[config.mk]
export PLATFORM = sky130hd
export DESIGN_NAME = triumph_mem_arbiter
export DESIGN_NICKNAME = d
export VERILOG_FILES = /design/src/rtl/triumph_mem_arbiter.sv
export SDC_FILE = /design/constraint.sdc
export NUM_CORES = 1
export LEC_CHECK = 0
export BUFFER_PORTS_ARGS = -buffer_cell sky130_fd_sc_hd__buf_2
export CORE_ASPECT_RATIO = 2
export CORE_MARGIN = 2
export CORE_UTILIZATION = 25
export DETAILED_ROUTE_END_ITERATION = 10
export PLACE_DENSITY_LB_ADDON = 0.12
export SETUP_SLACK_MARGIN = 0.5
export SLEW_MARGIN = 20
export SYNTH_ARGS = -nofsm -noshare
export SYNTH_HDL_FRONTEND = slang
export SYNTH_SLANG_ARGS = --single-unit
[constraint.sdc]
create_clock -name clk_i -period 1.6 [get_ports clk_i]
set_input_delay 0.16 -clock clk_i [delete_from_list [all_inputs] [get_ports clk_i]]
set_output_delay 0.16 -clock clk_i [all_outputs]
set_load 0.1 [all_outputs]
[src/rtl/triumph_mem_arbiter.sv]
// Arbitrates the single external memory port between instruction fetch and
// load/store requesters; one outstanding transaction, data-first with fetch anti-starvation.
module triumph_mem_arbiter #(
  parameter int ADDR_WIDTH   = 32,
  parameter int DATA_WIDTH   = 32,
  parameter int STARVE_LIMIT = 4
) (
  input  logic                    clk_i,
  input  logic                    rst_i,
  input  logic                    if_req_i,
  input  logic [ADDR_WIDTH-1:0]   if_addr_i,
  output logic                    if_gnt_o,
  output logic                    if_rvalid_o,
  output logic [DATA_WIDTH-1:0]   if_rdata_o,
  input  logic                    d_req_i,
  input  logic                    d_we_i,
  input  logic [ADDR_WIDTH-1:0]   d_addr_i,
  input  logic [DATA_WIDTH-1:0]   d_wdata_i,
  input  logic [DATA_WIDTH/8-1:0] d_be_i,
  output logic                    d_gnt_o,
  output logic                    d_rvalid_o,
  output logic [DATA_WIDTH-1:0]   d_rdata_o,
  output logic                    mem_req_o,
  output logic                    mem_we_o,
  output logic [ADDR_WIDTH-1:0]   mem_addr_o,
  output logic [DATA_WIDTH-1:0]   mem_wdata_o,
  output logic [DATA_WIDTH/8-1:0] mem_be_o,
  input  logic                    mem_gnt_i,
  input  logic                    mem_rvalid_i,
  input  logic [DATA_WIDTH-1:0]   mem_rdata_i,
  output logic                    busy_o
);

  localparam int BE_W  = DATA_WIDTH / 8;
  localparam int CNT_W = $clog2(STARVE_LIMIT + 1);
  localparam logic [CNT_W-1:0] LIMIT = CNT_W'(STARVE_LIMIT);

  // Handshake: requester holds *_req_i until *_gnt_o; memory port holds
  // mem_req_o with a stable payload until mem_gnt_i, then answers once with mem_rvalid_i.
  typedef enum logic [1:0] {IDLE, WAIT_GNT, WAIT_RSP} state_e;

  state_e                 state_q, state_d;
  logic [CNT_W-1:0]       starve_cnt_q, starve_cnt_d;
  logic                   owner_data_q, owner_data_d;
  logic                   pick_data;
  logic                   mem_req_q, mem_req_d;
  logic                   mem_we_q, mem_we_d;
  logic [ADDR_WIDTH-1:0]  mem_addr_q, mem_addr_d;
  logic [DATA_WIDTH-1:0]  mem_wdata_q, mem_wdata_d;
  logic [BE_W-1:0]        mem_be_q, mem_be_d;
  logic                   if_gnt_q, if_gnt_d;
  logic                   d_gnt_q, d_gnt_d;
  logic                   if_rvalid_q, if_rvalid_d;
  logic                   d_rvalid_q, d_rvalid_d;
  logic [DATA_WIDTH-1:0]  if_rdata_q, if_rdata_d;
  logic [DATA_WIDTH-1:0]  d_rdata_q, d_rdata_d;
  logic                   busy_q, busy_d;

  always_comb begin
    state_d      = state_q;
    starve_cnt_d = starve_cnt_q;
    owner_data_d = owner_data_q;
    pick_data    = 1'b0;
    mem_req_d    = mem_req_q;
    mem_we_d     = mem_we_q;
    mem_addr_d   = mem_addr_q;
    mem_wdata_d  = mem_wdata_q;
    mem_be_d     = mem_be_q;
    if_gnt_d     = 1'b0;
    d_gnt_d      = 1'b0;
    if_rvalid_d  = 1'b0;
    d_rvalid_d   = 1'b0;
    if_rdata_d   = if_rdata_q;
    d_rdata_d    = d_rdata_q;
    unique case (state_q)
      IDLE: begin
        // Data wins unless fetch has been passed over STARVE_LIMIT times in a row.
        pick_data = d_req_i && !(if_req_i && (starve_cnt_q == LIMIT));
        if (!if_req_i) starve_cnt_d = '0;
        if (d_req_i || if_req_i) begin
          state_d      = WAIT_GNT;
          mem_req_d    = 1'b1;
          owner_data_d = pick_data;
          if (pick_data) begin
            d_gnt_d     = 1'b1;
            mem_we_d    = d_we_i;
            mem_addr_d  = d_addr_i;
            mem_wdata_d = d_wdata_i;
            mem_be_d    = d_be_i;
            if (if_req_i && (starve_cnt_q != LIMIT)) starve_cnt_d = starve_cnt_q + CNT_W'(1);
          end else begin
            if_gnt_d     = 1'b1;
            mem_we_d     = 1'b0;
            mem_addr_d   = if_addr_i;
            mem_wdata_d  = '0;
            mem_be_d     = '1;
            starve_cnt_d = '0;
          end
        end
      end
      WAIT_GNT: begin
        if (mem_gnt_i) begin
          state_d   = WAIT_RSP;
          mem_req_d = 1'b0;
        end
      end
      WAIT_RSP: begin
        if (mem_rvalid_i) begin
          state_d = IDLE;
          if (owner_data_q) begin
            d_rvalid_d = 1'b1;
            d_rdata_d  = mem_rdata_i;
          end else begin
            if_rvalid_d = 1'b1;
            if_rdata_d  = mem_rdata_i;
          end
        end
      end
      default: state_d = IDLE;
    endcase
    busy_d = (state_d != IDLE);
  end

  always_ff @(posedge clk_i) begin
    if (rst_i) begin
      state_q      <= IDLE;
      starve_cnt_q <= '0;
      owner_data_q <= 1'b0;
      mem_req_q    <= 1'b0;
      mem_we_q     <= 1'b0;
      mem_addr_q   <= '0;
      mem_wdata_q  <= '0;
      mem_be_q     <= '0;
      if_gnt_q     <= 1'b0;
      d_gnt_q      <= 1'b0;
      if_rvalid_q  <= 1'b0;
      d_rvalid_q   <= 1'b0;
      if_rdata_q   <= '0;
      d_rdata_q    <= '0;
      busy_q       <= 1'b0;
    end else begin
      state_q      <= state_d;
      starve_cnt_q <= starve_cnt_d;
      owner_data_q <= owner_data_d;
      mem_req_q    <= mem_req_d;
      mem_we_q     <= mem_we_d;
      mem_addr_q   <= mem_addr_d;
      mem_wdata_q  <= mem_wdata_d;
      mem_be_q     <= mem_be_d;
      if_gnt_q     <= if_gnt_d;
      d_gnt_q      <= d_gnt_d;
      if_rvalid_q  <= if_rvalid_d;
      d_rvalid_q   <= d_rvalid_d;
      if_rdata_q   <= if_rdata_d;
      d_rdata_q    <= d_rdata_d;
      busy_q       <= busy_d;
    end
  end

  assign if_gnt_o    = if_gnt_q;
  assign d_gnt_o     = d_gnt_q;
  assign if_rvalid_o = if_rvalid_q;
  assign d_rvalid_o  = d_rvalid_q;
  assign if_rdata_o  = if_rdata_q;
  assign d_rdata_o   = d_rdata_q;
  assign mem_req_o   = mem_req_q;
  assign mem_we_o    = mem_we_q;
  assign mem_addr_o  = mem_addr_q;
  assign mem_wdata_o = mem_wdata_q;
  assign mem_be_o    = mem_be_q;
  assign busy_o      = busy_q;

endmodule

# After elaboration in Yosys (flattened, before gate mapping)
# Index checks and enable logic that the tools add are counted.
[totals]
regBits = 145
latch_bits = 0
mem_count = 0
mem_bits_ro = 0
mem_bits_rw = 0
out_inout_bits = 139
[op_classes]
magnitude_cmp = 0
muxes = 19
add_sub_neg = 1
n_eq_ne = 6
multipliers = 0
n_shift = 0
div_mod_pow = 0
n_reduce_logical = 14
bitwise = 5
[ops]
columns = ["op", "n"]
rows = [
  ["two-way mux 32 bit", 2],
  ["two-way mux 3 bit", 4],
  ["AND reduction 3 bit", 3],
  ["two-way mux 1 bit", 7],
  ["two-way mux 2 bit", 3],
  ["case mux 2 bit (3 select lines)", 1],
  ["OR reduction 3 bit", 2],
  ["NOT 1 bit", 5],
  ["two-way mux 4 bit", 1],
  ["inequality test 2 bit (second input constant)", 2],
  ["nonzero test 2 bit", 2],
  ["adder 3 x 1 -> 3 bit (second input constant)", 1],
  ["equality test 3 bit (second input constant)", 1],
  ["logical AND 1 bit", 3],
  ["inequality test 3 bit (second input constant)", 1],
  ["equality test 2 x 1 -> 1 bit (second input constant)", 1],
  ["equality test 2 bit (second input constant)", 1],
  ["zero test 2 bit", 1],
  ["case mux 1 bit (2 select lines)", 1],
  ["AND reduction 2 bit", 1],
  ["zero test 1 bit", 1],
  ["logical OR 1 bit", 1],
]

# Depth between registers and ports, before layout
# Gate-level depths: netlist of the first run.
[logic_depth]
depth_word = 6
depth_mapped = 7
ltp_nobuf = 5

# Worst setup path before layout of the first run
# OpenSTA, ideal clock, no wires.
[synth_path]
path_kind = "register to register"
start = "reg starve_cnt_q[0]"
end = "reg mem_be_q[0] (netlist: mem_be_o[0])"
setup_slack_ns = 0.181
n_path_buf = 1
t_arrival_ns = 1.300
setup_ns = 0.119
path_stages_with_launch = 7
cell_sequence = "dfxtp_1 inv_1 ha_1 nand3_1 buf_2 nand3_1 o221a_2"
[synth_via]
elab_chain_cells = 5
[synth_rtl]
columns = ["item", "line", "rtl"]
rows = [
  ["from (decl)", "43", "logic [CNT_W-1:0] starve_cnt_q, starve_cnt_d;"],
  ["from (signal assigned)", "143", "starve_cnt_q <= starve_cnt_d;"],
  ["equality test 3 bit", "78", "pick_data = d_req_i && !(if_req_i && (starve_cnt_q == LIMIT));"],
  ["logical AND 1 bit", "78", ""],
  ["zero test 1 bit", "78", ""],
  ["logical AND 1 bit", "78", ""],
  ["two-way mux 4 bit", "84", "if (pick_data) begin"],
  ["to (signal assigned)", "149", "mem_be_q <= mem_be_d;"],
  ["to (decl)", "50", "logic [BE_W-1:0] mem_be_q, mem_be_d;"],
]
# No other way between the ends.
# A chain may end at the register's enable or synchronous reset.

# Final worst setup path of the first run
[layout_path]
start = "reg starve_cnt_q[0]"
end = "reg mem_addr_q[17] (netlist: mem_addr_o[17])"
[layout_via]
elab_chain_cells = 5
[layout_rtl]
columns = ["item", "line", "rtl"]
rows = [
  ["equality test 3 bit", "78", ""],
  ["logical AND 1 bit", "78", ""],
  ["zero test 1 bit", "78", ""],
  ["logical AND 1 bit", "78", ""],
  ["two-way mux 32 bit", "84", ""],
  ["to (signal assigned)", "147", "mem_addr_q <= mem_addr_d;"],
  ["to (decl)", "48", "logic [ADDR_WIDTH-1:0] mem_addr_q, mem_addr_d;"],
]
# No other way between the ends.

==> impl_metrics.env, run 1 <==
export IMPL_outcome="completed"
export IMPL_slew_viol_final=0
export IMPL_clkTransAtPathRegs_ps=60
export IMPL_antenna_found_initial=3
export IMPL_layout_drive_gt1_share_pct=59.4
export IMPL_path_cells="inv_2 > ha_4 > nand3_4 > buf_6 > buf_12 > nand3_2 > a311oi_2"
export IMPL_worstSkewPairLatency_ps=430
export IMPL_synth_seq_cells=145
export IMPL_async_flop_share_pct=0
export IMPL_gr_total_overflow=0
export IMPL_post_route_min_period_ps=1410
export IMPL_grt_first_pass_wirelength_mm=40.9
export IMPL_grt_pass1_vias=7282
export IMPL_clock_root_buffer="clkbuf_16"
export IMPL_drt_iter0_markers=358
export IMPL_end_kind="flip-flop"
export IMPL_clockBufferDepth=2
export IMPL_totalWireLength_mm=28.6
export IMPL_die_h_um=217
export IMPL_critPathSlowestCell="dfxtp_2"
export IMPL_synth_area_leader_cell="dfxtp_1"
export IMPL_yosysUniqueCellTypes=35
export IMPL_die_x_um=111
export IMPL_grt_total_usage_pct=21.7
export IMPL_finalCritPeriodShare_pct=88.1
export IMPL_internal_power_w=0.00764
export IMPL_place_area_um2=7670
export IMPL_finClkSkew_ps=10.4
export IMPL_clock_sinks=145
export IMPL_syn_nets=829
export IMPL_required_ps=1940
export IMPL_switching_power_w=0.00408
export IMPL_hp_class="in2reg"
export IMPL_post_dp_hpwl_mm=14.9
export IMPL_gp_congestion=0.754
export IMPL_setup_viol=0
export IMPL_syn_inst=688
export IMPL_place_port_buffers=277
export IMPL_rsz0062_at_grt="yes"
export IMPL_worst_setup_path_type="reg2reg"
export IMPL_area_delta_synth_final_pct=135
export IMPL_clkPwrFrac_pct=32.5
export IMPL_ant_nets=0
export IMPL_yosys_area_top_type_share_pct=51.0
export IMPL_start_util_pct=25.2
export IMPL_drc=0
export IMPL_layout_nets=1277
export IMPL_synth_seq_area_share_pct=51.0
export IMPL_max_freq_mhz=709
export IMPL_critPathLaunchType="flip-flop"
export IMPL_fp_dieArea_um2=24100
export IMPL_synth_edf_count=0
export IMPL_num_vias=7149
export IMPL_syn_avg_cell_area_um2=8.27
export IMPL_yosys_top_cells_area="dfxtp_1 (51%), a21oi_1 (12%), nand2_1 (8.8%)"
export IMPL_ir_drop_mv=0.674
export IMPL_design_area_um2=13400
export IMPL_power_leakage_nw=5.38
export IMPL_synth_area_um2=5690
export IMPL_power_density_nw_per_um2=877
export IMPL_worstMarginPinSlew_ps=476
export IMPL_fin_tns_setup_ps=0
export IMPL_yosysWarnings=0
export IMPL_switching_share_pct=34.8
export IMPL_worst_r2r_setup_slack_ps=190
export IMPL_drt_vias_per_instance=5.00
export IMPL_synthFlopType="dfxtp_1"
export IMPL_path_max_fanout=8
export IMPL_comb_power_share_pct=32.9
export IMPL_grt_max_degree=45
export IMPL_io_pin_count=278
export IMPL_p_seq_share_pct=34.7
export IMPL_worst_slew_margin_rel_pct=68.3
export IMPL_cap_violations=0
export IMPL_hold_viol_final=0
export IMPL_cts_buffers=17
export IMPL_cts_tree="yes"
export IMPL_firstDrtPassIters=6
export IMPL_wire_per_inst_um=20.0
export IMPL_max_stage_delay_ps=340
export IMPL_arrival_ps=1750
export IMPL_h_tree_depth=4
export IMPL_rows=78
export IMPL_core_um2=22500
power groups by stage:
| stage | clock (W) | sequential (W) | combinational, W |
|---|---|---|---|
| 5_1_grt | 0.00406 | 0.00408 | 0.00400 |
| 2_1_floorplan | 0 | 0.00537 | 0.000596 |
| 3_3_place_gp | 0 | 0.00403 | 0.00252 |
| 3_5_place_dp | 0 | 0.00403 | 0.00252 |
| 4_1_cts | 0.00392 | 0.00406 | 0.00362 |
| 6_report | 0.00380 | 0.00406 | 0.00385 |
cell usage in the layout, fill, tap and decap left out, types with 22 or more instances in the layout:
cell / count
buf_12: 161
buf_2: 137
dfxtp_2: 136
dlygate4sd3_1: 129
nand2_1: 92
a21oi_1: 85
a21oi_2: 50
o21ai_0: 39
nand4_1: 35
buf_4: 34
nand2_4: 30
o21ai_1: 27
nand3_1: 22
buf_6: 22
cell usage after synthesis, types with 6 or more instances:
| library cell | number |
|---|---|
| dfxtp_1 | 145 |
| a21oi_1 | 135 |
| nand2_1 | 134 |
| o21ai_0 | 60 |
| clkbuf_1 | 36 |
| nand4_1 | 35 |
| nand3_1 | 34 |
| a311oi_1 | 32 |
| buf_2 | 27 |
| o21ai_1 | 6 |
metal layers:
metal	global-route usage, %	wire length, um	vias to the layer above
li1	-	-	3369
met2	41.5	16000	289
met1	23.0	10100	3431
met5	0	0	-
met4	8.33	1050	0
met3	4.51	1450	60
state kept, by name, summed over array words and instances, names as in the netlist:
signal,count
starve_cnt_q,3
owner_data_q,1
mem_be_o,4
d_rdata_o,32
if_rvalid_o,1
if_gnt_o,1
if_rdata_o,32
mem_wdata_o,32
mem_req_o,1
busy_o,1
mem_we_o,1
d_rvalid_o,1
d_gnt_o,1
state_q,2
mem_addr_o,32
cell type report:
class                      instances  area [um2]
fill                            1780        9180
clock buffer                      21         460
inverter                           4        15.0
clock inverter                     9        85.1
tap                              280         350
multi-input combinational        466        3180
timing repair buffer             502        6170
sequential                       145        3100
antenna                            2        5.00
path summary, 6_finish.rpt:
path | start | to | cells after the start
min | d_wdata_i[4] | mem_wdata_o[4] | 3
max | starve_cnt_q[0] | mem_addr_o[17] | 7
max reg2reg | starve_cnt_q[0] | mem_addr_o[17] | 7
min reg2reg | if_rdata_o[17] | if_rdata_o[17] | 2
through the flow:
step	setup slack, ps	std cells	utilization [%]	power, W	hold WS (ps)
3_3_place_gp	137	1195	34.0	0.00655	407
4_1_cts	230	1398	55.4	0.0116	1.93
2_1_floorplan	343	688	-	0.00596	288
5_1_grt	125	1429	59.3	0.0121	24.3
6_report	190	1429	59.3	0.0117	35.9
3_5_place_dp	125	1195	34.0	0.00656	412
critical path, delay by kind of cell (launching register included):
kind,cells,cell delay (ps)
DFF,1,340
buffers and inverters,3,330
AOI/OAI and AO/OA,1,280
and+or+nand+nor,2,190
adders and majority gates,1,160
kinds of logic after synthesis:
family / after synthesis / synth area share [%]
flip-flops: 145 / 51.0
adder cells (fa/ha/maj): 2 / 0.440
AO/OA/AOI/OAI: 240 / 23.7
AND/OR/NAND/NOR: 223 / 18.5
buffers and inverters: 78 / 6.29
repair_timing:
action / CTS / global route
pin swaps: 75 / 83
hold buffers: 129 / 0
endpoints found under the setup margin: 283 / 284
setup buffers: 32 / 22
hold endpoints to repair: 131 / 0
resized for setup: 637 / 143
cloned: 12 / 7
Power figures use the tool's default switching activity.
==> run 2, diff against run 1 <==
HOLD_SLACK_MARGIN = 0.05   (was unset)
==> run 2 against run 1 <==
Die area did not move. Maximum frequency fell by 4.5%. Combinational power barely moved. Worst hold slack improved by 73 ps. Sequential cell count did not move. Routed wire length rose by 0.72%. Setup slack got worse by 66 ps. Sequential share of layout area fell by 0.087 points. Critical endpoint is now mem_addr_o[10].
==> impl_metrics.env, run 2 (synthesis gave the netlist of run 1 again) <==
export IMPL_grt_pass1_vias=7309
export IMPL_core_um2=22500
export IMPL_power_density_nw_per_um2=876
export IMPL_slew_viol_final=0
export IMPL_post_route_min_period_ps=1480
export IMPL_drt_iter0_markers=435
export IMPL_end_kind="flip-flop"
export IMPL_critPathLaunchType="flip-flop"
export IMPL_layout_drive_gt1_share_pct=59.1
export IMPL_area_delta_synth_final_pct=136
export IMPL_finClkSkew_ps=11.4
export IMPL_r2r_end="mem_addr_o[10]"
export IMPL_worst_r2r_setup_slack_ps=120
export IMPL_r2r_start="starve_cnt_q[1]"
export IMPL_max_stage_delay_ps=340
export IMPL_dp_cells=1195
export IMPL_ant_nets=0
export IMPL_critPathSlowestCell="dfxtp_2"
export IMPL_arrival_ps=1800
export IMPL_h_tree_depth=4
export IMPL_worstMarginPinSlew_ps=485
export IMPL_fp_dieArea_um2=24100
export IMPL_post_dp_hpwl_mm=14.9
export IMPL_totalWireLength_mm=28.8
export IMPL_most_common_layout_cells="buf_12 (161), buf_2 (137), dfxtp_2 (136), dlygate4sd3_1 (134), nand2_1 (92)"
export IMPL_grt_total_usage_pct=21.7
export IMPL_fin_tns_setup_ps=0
export IMPL_layout_commonest_cell="buf_12"
export IMPL_clockBufferDepth=2
export IMPL_worstSkewPairLatency_ps=430
export IMPL_drc=0
export IMPL_drt_vias_per_instance=5.03
export IMPL_cts_buffers=17
export IMPL_required_ps=1920
export IMPL_hold_viol_final=0
export IMPL_cts_tree="yes"
export IMPL_outcome="completed"
export IMPL_hp_class="in2reg"
export IMPL_fillCellCount=1775
export IMPL_power_leakage_nw=5.40
export IMPL_grt_first_pass_wirelength_mm=41.0
export IMPL_cap_violations=0
export IMPL_multi_input_area_um2=3180
export IMPL_rsz0062_at_grt="yes"
export IMPL_start_util_pct=25.2
export IMPL_gr_total_overflow=0
export IMPL_rr_worst_depth=7
export IMPL_max_freq_mhz=677
export IMPL_die_x_um=111
export IMPL_antenna_found_initial=3
export IMPL_firstDrtPassIters=7
export IMPL_design_area_um2=13400
export IMPL_place_port_buffers=277
export IMPL_finalCritPeriodShare_pct=92.3
export IMPL_startpoint="starve_cnt_q[1]"
export IMPL_final_seq_area_um2=3100
export IMPL_num_vias=7220
export IMPL_final_cells=1434
export IMPL_ir_drop_mv=0.674
export IMPL_endpoint="mem_addr_o[10]"
export IMPL_path_cells="inv_2 > ha_4 > nand3_4 > buf_6 > buf_12 > nand3_2 > a311oi_1"
export IMPL_worst_setup_path_type="reg2reg"
export IMPL_die_h_um=217
export IMPL_layout_nets=1282
export IMPL_gp_congestion=0.754
export IMPL_path_max_fanout=8
export IMPL_holdPathStages=3
export IMPL_rows=78
export IMPL_worst_slew_margin_rel_pct=67.7
export IMPL_wire_per_inst_um=20.1
export IMPL_grt_max_degree=45
export IMPL_clock_sinks=145
export IMPL_io_pin_count=278
export IMPL_place_area_um2=7670
export IMPL_clock_root_buffer="clkbuf_16"
export IMPL_clkTransAtPathRegs_ps=60
export IMPL_setup_viol=0
==> run 2: changes by cell type in the layout (fill, tap and decap cells not counted), sizes merged <==
cell | previous run | this run
dlygate4sd3 | 129 | 134
==> run 2: where the power goes <==
part	switching, W	internal [W]	leakage [nW]	total (W)
Combinational	0.00227	0.00160	3.89	0.00387
Clock	0.00162	0.00220	0.261	0.00382
Sequential	0.000216	0.00385	1.25	0.00406
==> run 2: metal layers <==
layer | up-vias | share of wire [%] | routed length, um | global-route usage, %
met2 | 318 | 56 | 16100 | 41.3
met5 | - | 0 | 0 | 0
met1 | 3460 | 35 | 10000 | 23.0
met4 | 0 | 4.0 | 1140 | 8.63
met3 | 65 | 5.4 | 1550 | 4.57
li1 | 3377 | - | - | -
==> run 2: worst min path at each step <==
stage	start	endpoint	slack [ps]
detailed placement	mem_rdata_i[3]	if_rdata_o[3]	410
floorplan	mem_rdata_i[0]	if_rdata_o[0]	290
global placement	mem_rdata_i[25]	if_rdata_o[25]	410
CTS	mem_rvalid_i	state_q[1]	50
global route	mem_rvalid_i	state_q[1]	120
finish	mem_rvalid_i	state_q[1]	110
==> run 2: metrics by stage <==
step / total power, W / utilization, % / setup WS [ps] / hold slack (ps)
3_3_place_gp: 0.00655 / 34.0 / 137 / 407
4_1_cts: 0.0116 / 55.6 / 230 / 54.8
5_1_grt: 0.0122 / 59.5 / 111 / 116
3_5_place_dp: 0.00656 / 34.0 / 125 / 412
6_report: 0.0117 / 59.5 / 124 / 109
2_1_floorplan: 0.00596 / - / 343 / 288
==> run 2: cell type report <==
type / instances / area share (%)
multi-input cells: 466 / 23.7
inverters: 4 / 0.112
clock inverters: 9 / 0.634
flip-flops and latches: 145 / 23.1
repair buffers: 507 / 46.4
clock buffers: 21 / 3.43
diodes: 2 / 0.0373
well taps: 280 / 2.61
==> run 2: worst max-delay path: cells and delay by family (launching register included) <==
kind,cells,cell delay [ps]
AO/OA/AOI/OAI,1,340
adder cells (fa/ha/maj),1,160
buffers and inverters,3,320
flip-flops,1,340
AND/OR/NAND/NOR,2,190
==> run 2: what timing repair did <==
item / in CTS / in global routing
buffers inserted: 32 / 22
gates cloned: 12 / 7
endpoints found under the setup margin: 283 / 284
hold buffers: 134 / 0
pin swaps: 75 / 83
resized for setup: 637 / 143
hold endpoints to repair: 135 / 0
